`src/rtl/mem_seq.sv`:
```
// Sequencer for a shared SRAM port: round-robin arbitration between an
// instruction-fetch and a data requester, then a timed read or write cycle.
module mem_seq #(
    parameter int unsigned WAIT_CYCLES = 2
) (
    input  logic Clk,
    input  logic Reset,
    input  logic F_REQ,
    input  logic D_REQ,
    input  logic D_WE,
    output logic GNT_F,
    output logic GNT_D,
    output logic DONE_F,
    output logic DONE_D,
    output logic LD_MAR,
    output logic LD_MDR,
    output logic MIO_EN,
    output logic Mem_OE_N,
    output logic Mem_WE_N,
    output logic BUSY
);

    localparam int unsigned CNT_W = 4;
    localparam logic [CNT_W-1:0] CNT_LOAD = CNT_W'(WAIT_CYCLES - 1);

    typedef enum logic [2:0] {
        S_IDLE,
        S_ADDR,
        S_WDATA,
        S_RWAIT,
        S_RLATCH,
        S_WRITE,
        S_DONE
    } state_e;

    state_e             state_q, state_d;
    logic [CNT_W-1:0]   cnt_q, cnt_d;
    logic               winner_q, winner_d;   // 1 = data requester owns the bus
    logic               we_q, we_d;
    logic               last_q, last_d;       // 1 = data was served last

    // State register
    always_ff @(posedge Clk) begin
        if (Reset) begin
            state_q  <= S_IDLE;
            cnt_q    <= '0;
            winner_q <= 1'b0;
            we_q     <= 1'b0;
            last_q   <= 1'b1;
        end else begin
            state_q  <= state_d;
            cnt_q    <= cnt_d;
            winner_q <= winner_d;
            we_q     <= we_d;
            last_q   <= last_d;
        end
    end

    // Next-state logic
    always_comb begin
        state_d  = state_q;
        cnt_d    = cnt_q;
        winner_d = winner_q;
        we_d     = we_q;
        last_d   = last_q;
        case (state_q)
            S_IDLE: begin
                if (F_REQ || D_REQ) begin
                    // Data wins if alone, or if both ask and fetch went last
                    winner_d = D_REQ && (!F_REQ || !last_q);
                    we_d     = winner_d && D_WE;
                    state_d  = S_ADDR;
                end
            end
            S_ADDR: begin
                cnt_d   = CNT_LOAD;
                state_d = we_q ? S_WDATA : S_RWAIT;
            end
            S_WDATA: begin
                cnt_d   = CNT_LOAD;
                state_d = S_WRITE;
            end
            S_RWAIT: begin
                if (cnt_q == '0) state_d = S_RLATCH;
                else             cnt_d   = cnt_q - CNT_W'(1);
            end
            S_RLATCH: state_d = S_DONE;
            S_WRITE: begin
                if (cnt_q == '0) state_d = S_DONE;
                else             cnt_d   = cnt_q - CNT_W'(1);
            end
            S_DONE: begin
                last_d  = winner_q;
                state_d = S_IDLE;
            end
            default: state_d = S_IDLE;
        endcase
    end

    // Moore output decode
    always_comb begin
        LD_MAR   = 1'b0;
        LD_MDR   = 1'b0;
        MIO_EN   = 1'b0;
        Mem_OE_N = 1'b1;
        Mem_WE_N = 1'b1;
        DONE_F   = 1'b0;
        DONE_D   = 1'b0;
        BUSY     = (state_q != S_IDLE);
        GNT_F    = BUSY && !winner_q;
        GNT_D    = BUSY && winner_q;
        case (state_q)
            S_ADDR:   LD_MAR = 1'b1;
            S_WDATA:  LD_MDR = 1'b1;
            S_RWAIT:  Mem_OE_N = 1'b0;
            S_RLATCH: begin
                Mem_OE_N = 1'b0;
                LD_MDR   = 1'b1;
                MIO_EN   = 1'b1;
            end
            S_WRITE:  Mem_WE_N = 1'b0;
            S_DONE: begin
                DONE_F = !winner_q;
                DONE_D = winner_q;
            end
            default: ;
        endcase
    end

endmodule

```
`config.mk`:
```
export PLATFORM = sky130hd
export DESIGN_NAME = mem_seq
export DESIGN_NICKNAME = d
export VERILOG_FILES = /design/src/rtl/mem_seq.sv
export SDC_FILE = /design/constraint.sdc
export NUM_CORES = 1
export LEC_CHECK = 0
export BUFFER_PORTS_ARGS = -buffer_cell sky130_fd_sc_hd__buf_2
export CAP_MARGIN = 20
export CORE_MARGIN = 2
export CORE_UTILIZATION = 25
export CTS_BUF_LIST = sky130_fd_sc_hd__clkbuf_16
export DETAILED_ROUTE_END_ITERATION = 10
export PLACE_DENSITY_LB_ADDON = 0.25
export SKIP_CTS_REPAIR_TIMING = 1
export SYNTH_ARGS = -nofsm -noshare
export SYNTH_HDL_FRONTEND = slang
export SYNTH_SLANG_ARGS = --single-unit
```
`constraint.sdc`:
```
create_clock -name Clk -period 1.6 [get_ports Clk]
set_input_delay 0.32 -clock Clk [delete_from_list [all_inputs] [get_ports Clk]]
set_output_delay 0.32 -clock Clk [all_outputs]
set_load 0.02 [all_outputs]
```
# Word level (Yosys, flattened, before mapping)
# Index checks and enable logic that the tools add are counted.
[totals]
elab_cells = 50
regBits = 10
[classes]
mux = 14
add_sub_neg = 1
reduce_logical = 20
n_eq_ne = 10
[ops]
columns = ["operator", "n"]
rows = [
  ["case mux 3 bit (6 select lines)", 1],
  ["equality test 3 bit (second input constant)", 3],
  ["two-way mux 3 bit", 3],
  ["two-way mux 1 bit", 8],
  ["!= test 2 bit (second input constant)", 4],
  ["case mux 4 bit (2 select lines)", 1],
  ["OR reduction 2 bit", 4],
  ["equality test 3 x 2 -> 1 bit (second input constant)", 2],
  ["logical AND 1 bit", 4],
  ["zero test 4 bit", 1],
  ["two-way mux 4 bit", 1],
  ["AND reduction 2 bit", 2],
  ["subtractor 4 x 1 -> 4 bit (second input constant)", 1],
  ["equality test 3 x 1 -> 1 bit (second input constant)", 1],
  ["zero test 1 bit", 3],
  ["zero test 3 bit", 1],
  ["AND reduction 3 bit", 1],
  ["nonzero test 3 bit", 1],
  ["logical OR 1 bit", 2],
  ["nonzero test 2 bit", 1],
]

# Logic depth before layout (Yosys ltp)
# Gate-level depths: netlist of the first run.
[depth]
word_depth = 4
ltp_mapped = 7
depth_no_buf = 6

# Worst setup path before layout of the first run
# Ideal clock, no wire load.
[synth_path]
path_kind = "register -> output"
startpoint = "reg state_q[1]"
endpoint = "out Mem_OE_N"
path_buffers = 2
setup_slack_ns = -0.099
required_time_ns = 1.280
path_stages_with_launch = 5
t_arrival_ns = 1.379
cell_sequence = "dfxtp_1 > clkbuf_2 > clkbuf_8 > nor3_1 > a21oi_1"
[synth_between]
elab_chain_cells = 3
[synth_rtl]
columns = ["element", "line", "text"]
rows = [
  ["start, declared", "36", "state_e state_q, state_d;"],
  ["start signal, assigned", "51", "state_q <= state_d;"],
  ["equality test 3 bit or equality test 3 x 2 -> 1 bit (tied branches)", "112", "case (state_q)"],
  ["OR reduction 2 bit (no line) *", "-", ""],
  ["two-way mux 1 bit *", "112", ""],
  ["end, declared", "18", "output logic Mem_OE_N,"],
]
# Every way passes the cells marked *; elsewhere a longest branch is shown, timed or not.

# Worst setup path in the final report of the first run
[layout_path]
startpoint = "reg cnt_q[0]"
endpoint = "reg cnt_q[0]"
[layout_between]
elab_chain_cells = 3
[layout_rtl]
columns = ["element", "line", "text"]
rows = [
  ["start, declared", "37", "logic [CNT_W-1:0] cnt_q, cnt_d;"],
  ["start signal, assigned", "52", "cnt_q <= cnt_d;"],
  ["subtractor 4 x 1 -> 4 bit or zero test 4 bit (tied branches)", "-", ""],
  ["two-way mux 4 bit or != test 2 bit (tied branches)", "-", ""],
  ["case mux 4 bit (2 select lines) or AND reduction 2 bit (tied branches)", "-", ""],
]
# Parallel ways exist; a longest one is shown, timed or not. The select of a mux whose other input is x is not followed.
# A chain may end at the register's enable or synchronous reset.

==> run_results.csv, run 1 <==
group,metric,value,unit
setup_path,crit_type,"flop to flop",
clocking,clock_latency,240,ps
sta,hold_violations,0,
synth,ys.flop_type,"dfxtp_1",
job,drv_cap,0,
synth,syn_area_per_cell,7.97,µm²
layout,diodes,0,
synth,synth_fp_nets,96,
layout,fill_cells,273,
clocking,clockBufferDepth,2,
layout,final_common_cell,"buf_4",
sta,tightest_slew,325,ps
routing,antenna_left,0,
synth,async_reset_ff_frac,0,
routing,drc_errors,0,
synth,ys_top_cells_by_area,"dfxtp_1 (28%), clkbuf_8 (5.8%), nor2_1 (5.8%)",
sta,fmax,637,MHz
setup_path,critical_path.startpoint_type,"flop",
hold_path,min_path_type,"input pin to flop",
layout,fin_nets,122,
synth,yosys_register_bits,10,
clocking,cts_tree,"yes",
outcome,status,"complete, no violations",
clocking,root_buffer,"clkbuf_16",
placed_design,dpl_worst_slack,3.41,ps
setup_path,cp_slowest_cell,"or3b_4",
synth,seq_area_frac_synth,0.282,
routing,routed_via_density,5.03,
placed_design,numPortBuffers,14,
setup_path,cp.required,1730,ps
placed_design,gp_congestion,0.828,
synth,yosysWarningCount,0,
sta,slew_violations,0,
clocking,clkSlewWorstSetupHoldPaths,40,ps
sta,clock_skew,0.418,ps
global_route,grt_pass1_wl,2.97,mm
routing,wl_per_cell,12.0,µm
routing,drt-total-wl,1.75,mm
setup_path,critPathCaptureType,"flop",
layout,post-route-cell-area,993,µm²
routing,vias,730,
sta,hold_slack,366,ps
clocking,h-tree-depth,1,
synth,synth_top_area_cell,"dfxtp_1",
layout,area_growth,40.0,%
clocking,numCtsBuffers,3,
setup_path,worstPathMaxFanout,4,
power_and_ir_drop,p_leak,0.000415,µW
global_route,grt_pass1_vias,682,
sta,fin_crit,1570,ps
floorplan,die_area,3280,µm²
setup_path,arrival,1700,ps
floorplan,pin_count,15,
floorplan,core,2730,µm²
power_and_ir_drop,ir_drop,0.000796,V
synth,synth_area,709,µm²
layout,layout_common_cells,"buf_4 (14), buf_2 (13), nor2_1 (11), nand2_1 (6)",
sta,setup_viol_count_final,0,
synth,synth_cell_types,41,
synth,synth_top_area_frac,0.282,
power_and_ir_drop,power_density,2090,nW/µm²
sta,finalCritPeriodShare,0.982,
sta,slew_headroom,0.780,
layout,drive_gt1_frac,0.412,
synth,synthCells,89,
routing,drt-initial-drc-count,14,
setup_path,crit_buf_inv,1,
global_route,antenna_found_initial,0,
global_route,grt_util_all_layers,0.119,
setup_path,crit_chain,"inv_4, ha_4, or3b_4, mux2i_2, o32ai_2, a2111oi_2",
global_route,grt_max_degree,12,
placed_design,post-dp-hpwl,1.37,mm
global_route,gr-total-overflow,0,
setup_path,cpPeakStageDelay,400,ps
floorplan,chipHeight,57.3,µm
routing,drt_pass1_iterations,4,
floorplan,initial_utilization,0.259,
sta,rsz0062_at_grt,"true",
floorplan,rows,19,
setup_path,path_delay_family,"simple AND/OR/NAND/NOR gates",
floorplan,die_x,57.3,µm
placed_design,placed_cell_area,866,µm²
synth,synth_edf_count,0,
clocking,cts.sinks,10,
sta,setup_slack,29.5,ps
state kept, by name, summed over array words and instances (netlist names):
| signal | flops |
|---|---|
| winner_q | 1 |
| state_q | 3 |
| cnt_q | 4 |
| last_q | 1 |
| we_q | 1 |
Yosys cell counts (2+ instances only):
master	count
a211oi_1	2
a21oi_1	6
clkbuf_8	3
dfxtp_1	10
ha_1	2
inv_1	5
nand2_1	6
nand3b_1	2
nor2_1	11
nor2b_1	3
nor3_1	4
o211ai_1	2
o21ai_0	4
o22ai_1	2
layer usage:
metal | vias to the layer above | track usage | wire (µm)
li1 | 373 | - | -
met1 | 335 | 0.147 | 822
met2 | 17 | 0.189 | 801
met3 | 5 | 0.0204 | 76
met4 | 0 | 0.0797 | 44
met5 | - | 0 | 0
power breakdown:
group,switching (µW),leakage (µW),internal [µW],total (µW)
Sequential,110,0.0000840,334,444
Combinational,589,0.000292,600,1190
Clock,119,0.0000385,328,446
Total,818,0.000415,1260,2080
worst register-to-register path: cells and delay by family, from the launching register on:
family / cells / cell delay (ps)
and+or+nand+nor: 1 / 400
muxes: 1 / 220
AOI/OAI and AO/OA: 2 / 300
buffers and inverters: 1 / 70
adders and majority gates: 1 / 130
DFF: 1 / 340
cells by family (layout without fill, tap and decap cells):
family / after synthesis / in the layout / synth area share
adders and majority gates: 2 / 2 / 0.0353
muxes: 1 / 1 / 0.0141
AOI/OAI and AO/OA: 25 / 25 / 0.242
xor gates and xnor gates: 2 / 2 / 0.0247
and+or+nand+nor: 38 / 38 / 0.293
buffers and inverters: 11 / 36 / 0.109
DFF: 10 / 10 / 0.282
path summary, 6_finish.rpt:
kind                 start        to  slack, ps  depth (start not counted)
setup reg to reg  cnt_q[0]  cnt_q[0]         30                          6
hold / removal        D_WE      we_q        370                          3
setup / recovery  cnt_q[0]  cnt_q[0]         30                          6
hold reg to reg     last_q    last_q        480                          1
area by class of cell:
class | count | area, µm² | share of cell area
timing repair buffer | 27 | 170 | 0.171
tap | 31 | 38.8 | 0.0390
sequential | 10 | 209 | 0.210
clock buffer | 3 | 75.1 | 0.0756
clock inverter | 1 | 3.75 | 0.00378
inverter | 5 | 21.3 | 0.0214
multi-input combinational | 68 | 475 | 0.479
metrics by stage:
step	utilization	total power [µW]	setup TNS, ps	std cells
floorplan	-	1200	0	89
detailed placement	0.317	1490	0	138
finish	0.363	2080	0	145
global placement	0.317	1480	0	138
CTS	0.346	1950	-219	142
global route	0.363	2250	-37.1	145
Note: power is estimated with default switching activity, not from simulation.
==> run 2: changes to the inputs <==
--- a/config.mk
+++ b/config.mk
@@ -7,6 +7,8 @@
 export LEC_CHECK = 0
 export BUFFER_PORTS_ARGS = -buffer_cell sky130_fd_sc_hd__buf_2
 export CAP_MARGIN = 20
+export CELL_PAD_IN_SITES_DETAIL_PLACEMENT = 0
+export CELL_PAD_IN_SITES_GLOBAL_PLACEMENT = 2
 export CORE_MARGIN = 2
 export CORE_UTILIZATION = 25
 export CTS_BUF_LIST = sky130_fd_sc_hd__clkbuf_16
==> run 2 against run 1 <==
Net effect: first-iteration DRC count fell by 29%; combinational power hardly changed; clock power increased by 3%; count of clock-buffer cells in the layout did not move; global-route usage up 1.0 points; sequential power up 5.0%; critical path depth down 3; clock skew rose by 3.5 ps; total power is 1.6% higher; register-to-register slack improved by 40 ps; largest power group unchanged.
==> run_results.csv, run 2 (same netlist as run 1, synthesis figures left out) <==
group,metric,value,unit
floorplan,chipHeight,57.3,µm
clocking,clockBufferDepth,2,
setup_path,worstPathMaxFanout,10,
placed_design,numPortBuffers,14,
layout,area_growth,42.5,%
setup_path,arrival,1240,ps
setup_path,crit_type,"flop to output port",
hold_path,hold_depth,3,
placed_design,post-dp-hpwl,1.41,mm
clocking,numCtsBuffers,3,
power_and_ir_drop,p_leak,0.000425,µW
sta,fin_crit,1560,ps
power_and_ir_drop,power_density,2090,nW/µm²
sta,slew_headroom,0.764,
sta,fmax,642,MHz
clocking,h-tree-depth,1,
hold_path,min_from,"D_WE",
sta,tightest_slew,349,ps
routing,vias,733,
setup_path,cpPeakStageDelay,460,ps
global_route,antenna_found_initial,0,
sta,clock_skew,3.88,ps
layout,largestRegisters,"cnt_q (4), state_q (3)",
sta,hold_violations,0,
layout,diodes,0,
floorplan,rows,19,
layout,utilization,0.370,
global_route,grt_pass1_vias,701,
routing,top_layer_used,"met4",
routing,drc_errors,0,
power_and_ir_drop,ir_drop,0.000993,V
hold_path,min_to,"we_q",
sta,setup_viol_count_final,0,
power_and_ir_drop,p_int,1260,µW
clocking,clkSlewWorstSetupHoldPaths,40,ps
layout,layout_common_cells,"buf_2 (14), buf_4 (12), nor2_1 (11), nand2_1 (6)",
job,drv_cap,0,
routing,antenna_left,0,
power_and_ir_drop,fin_total_pwr,2110,µW
routing,met1_length,898,µm
floorplan,core,2730,µm²
layout,largest-register,"cnt_q",
setup_path,reg2reg_from,"cnt_q[0]",
routing,drt-initial-drc-count,10,
routing,wl_per_cell,13.1,µm
power_and_ir_drop,switching_share,0.403,
setup_path,r2r-end,"cnt_q[0]",
global_route,grt_max_degree,11,
setup_path,path_delay_family,"flip-flops",
hold_path,min_path_type,"input pin to flop",
sta,setup_tns,0,ps
setup_path,critical_path.startpoint_type,"flop",
global_route,grt_pass1_wl,3.22,mm
setup_path,crit_chain,"nor2b_2, and2_1, buf_2",
power_and_ir_drop,power_switching,851,µW
sta,slew_violations,0,
setup_path,reg2reg_slack,70,ps
routing,routed_via_density,5.06,
floorplan,initial_utilization,0.259,
layout,largest_reg_flops,4,
setup_path,cp.required,1280,ps
routing,wl_met3,80,µm
clocking,cts.sinks,10,
floorplan,pin_count,15,
setup_path,crit_buf_inv,1,
power_and_ir_drop,clock_power_share,0.217,
floorplan,die_area,3280,µm²
outcome,status,"complete, no violations",
setup_path,r2r_cells,6,
layout,drive_gt1_frac,0.421,
placed_design,gp_congestion,0.753,
layout,final_common_cell,"buf_2",
routing,met2_length,889,µm
setup_path,cp_slowest_cell,"dfxtp_2",
power_and_ir_drop,p_seq_frac,0.221,
global_route,grt_util_all_layers,0.129,
sta,finalCritPeriodShare,0.974,
floorplan,die_x,57.3,µm
power_and_ir_drop,combPwrFrac,0.562,
routing,drt-total-wl,1.90,mm
clocking,root_buffer,"clkbuf_16",
sta,rsz0062_at_grt,"true",
routing,drt_pass1_iterations,3,
global_route,gr-total-overflow,0,
layout,fin_nets,122,
clocking,clock_latency,240,ps
setup_path,critPathCaptureType,"output port",
clocking,cts_tree,"yes",
==> run 2: power groups by stage <==
stage	registers (µW)	clock network, µW	logic, µW
after CTS	441	470	1110
final	466	460	1190
after global placement	443	0	1090
after global routing	485	486	1310
after detailed placement	444	0	1100
after floorplan	402	0	797
==> run 2: worst max path at each step <==
stage | end | startpoint | slack (ps) | cells after the start
2_1_floorplan | cnt_q[0] | cnt_q[0] | 40 | 7
3_3_place_gp | cnt_q[3] | cnt_q[0] | 30 | 6
3_5_place_dp | cnt_q[3] | cnt_q[1] | 30 | 6
4_1_cts | GNT_D | state_q[2] | -130 | 5
5_1_grt | cnt_q[0] | cnt_q[0] | -60 | 6
6_report | LD_MAR | state_q[0] | 40 | 3
==> run 2: metrics by stage <==
stage          cell area [µm²]  instances  setup WS (ps)  hold slack [ps]
3_3_place_gp               888        141           33.4              464
3_5_place_dp               888        141           31.8              461
4_1_cts                    967        145           -133              353
2_1_floorplan              741         89           37.7              435
6_report                  1010        145           42.4              358
5_1_grt                   1010        145          -58.2              387
==> run 2: area by class of cell <==
class	instances	area, µm²
clock buffers	3	75.1
clock inverters	1	3.75
fillers	285	1720
inverters	5	21.3
multi-input cells	68	489
flip-flops and latches	10	211
well taps	31	38.8
repair buffers	27	171
==> run 2: layer usage <==
layer,global-route usage,up-vias
li1,-,371
met4,0.0498,0
met3,0.0408,4
met5,0,-
met2,0.222,12
met1,0.150,346
==> run 2: worst reg2reg max path, delay by kind of cell (launching register included) <==
| kind | cells | cell delay [ps] |
|---|---|---|
| mux | 1 | 190 |
| simple gates | 1 | 390 |
| flops | 1 | 340 |
| buf+inv | 1 | 60 |
| fa+ha+maj | 1 | 130 |
| compound gates | 2 | 320 |
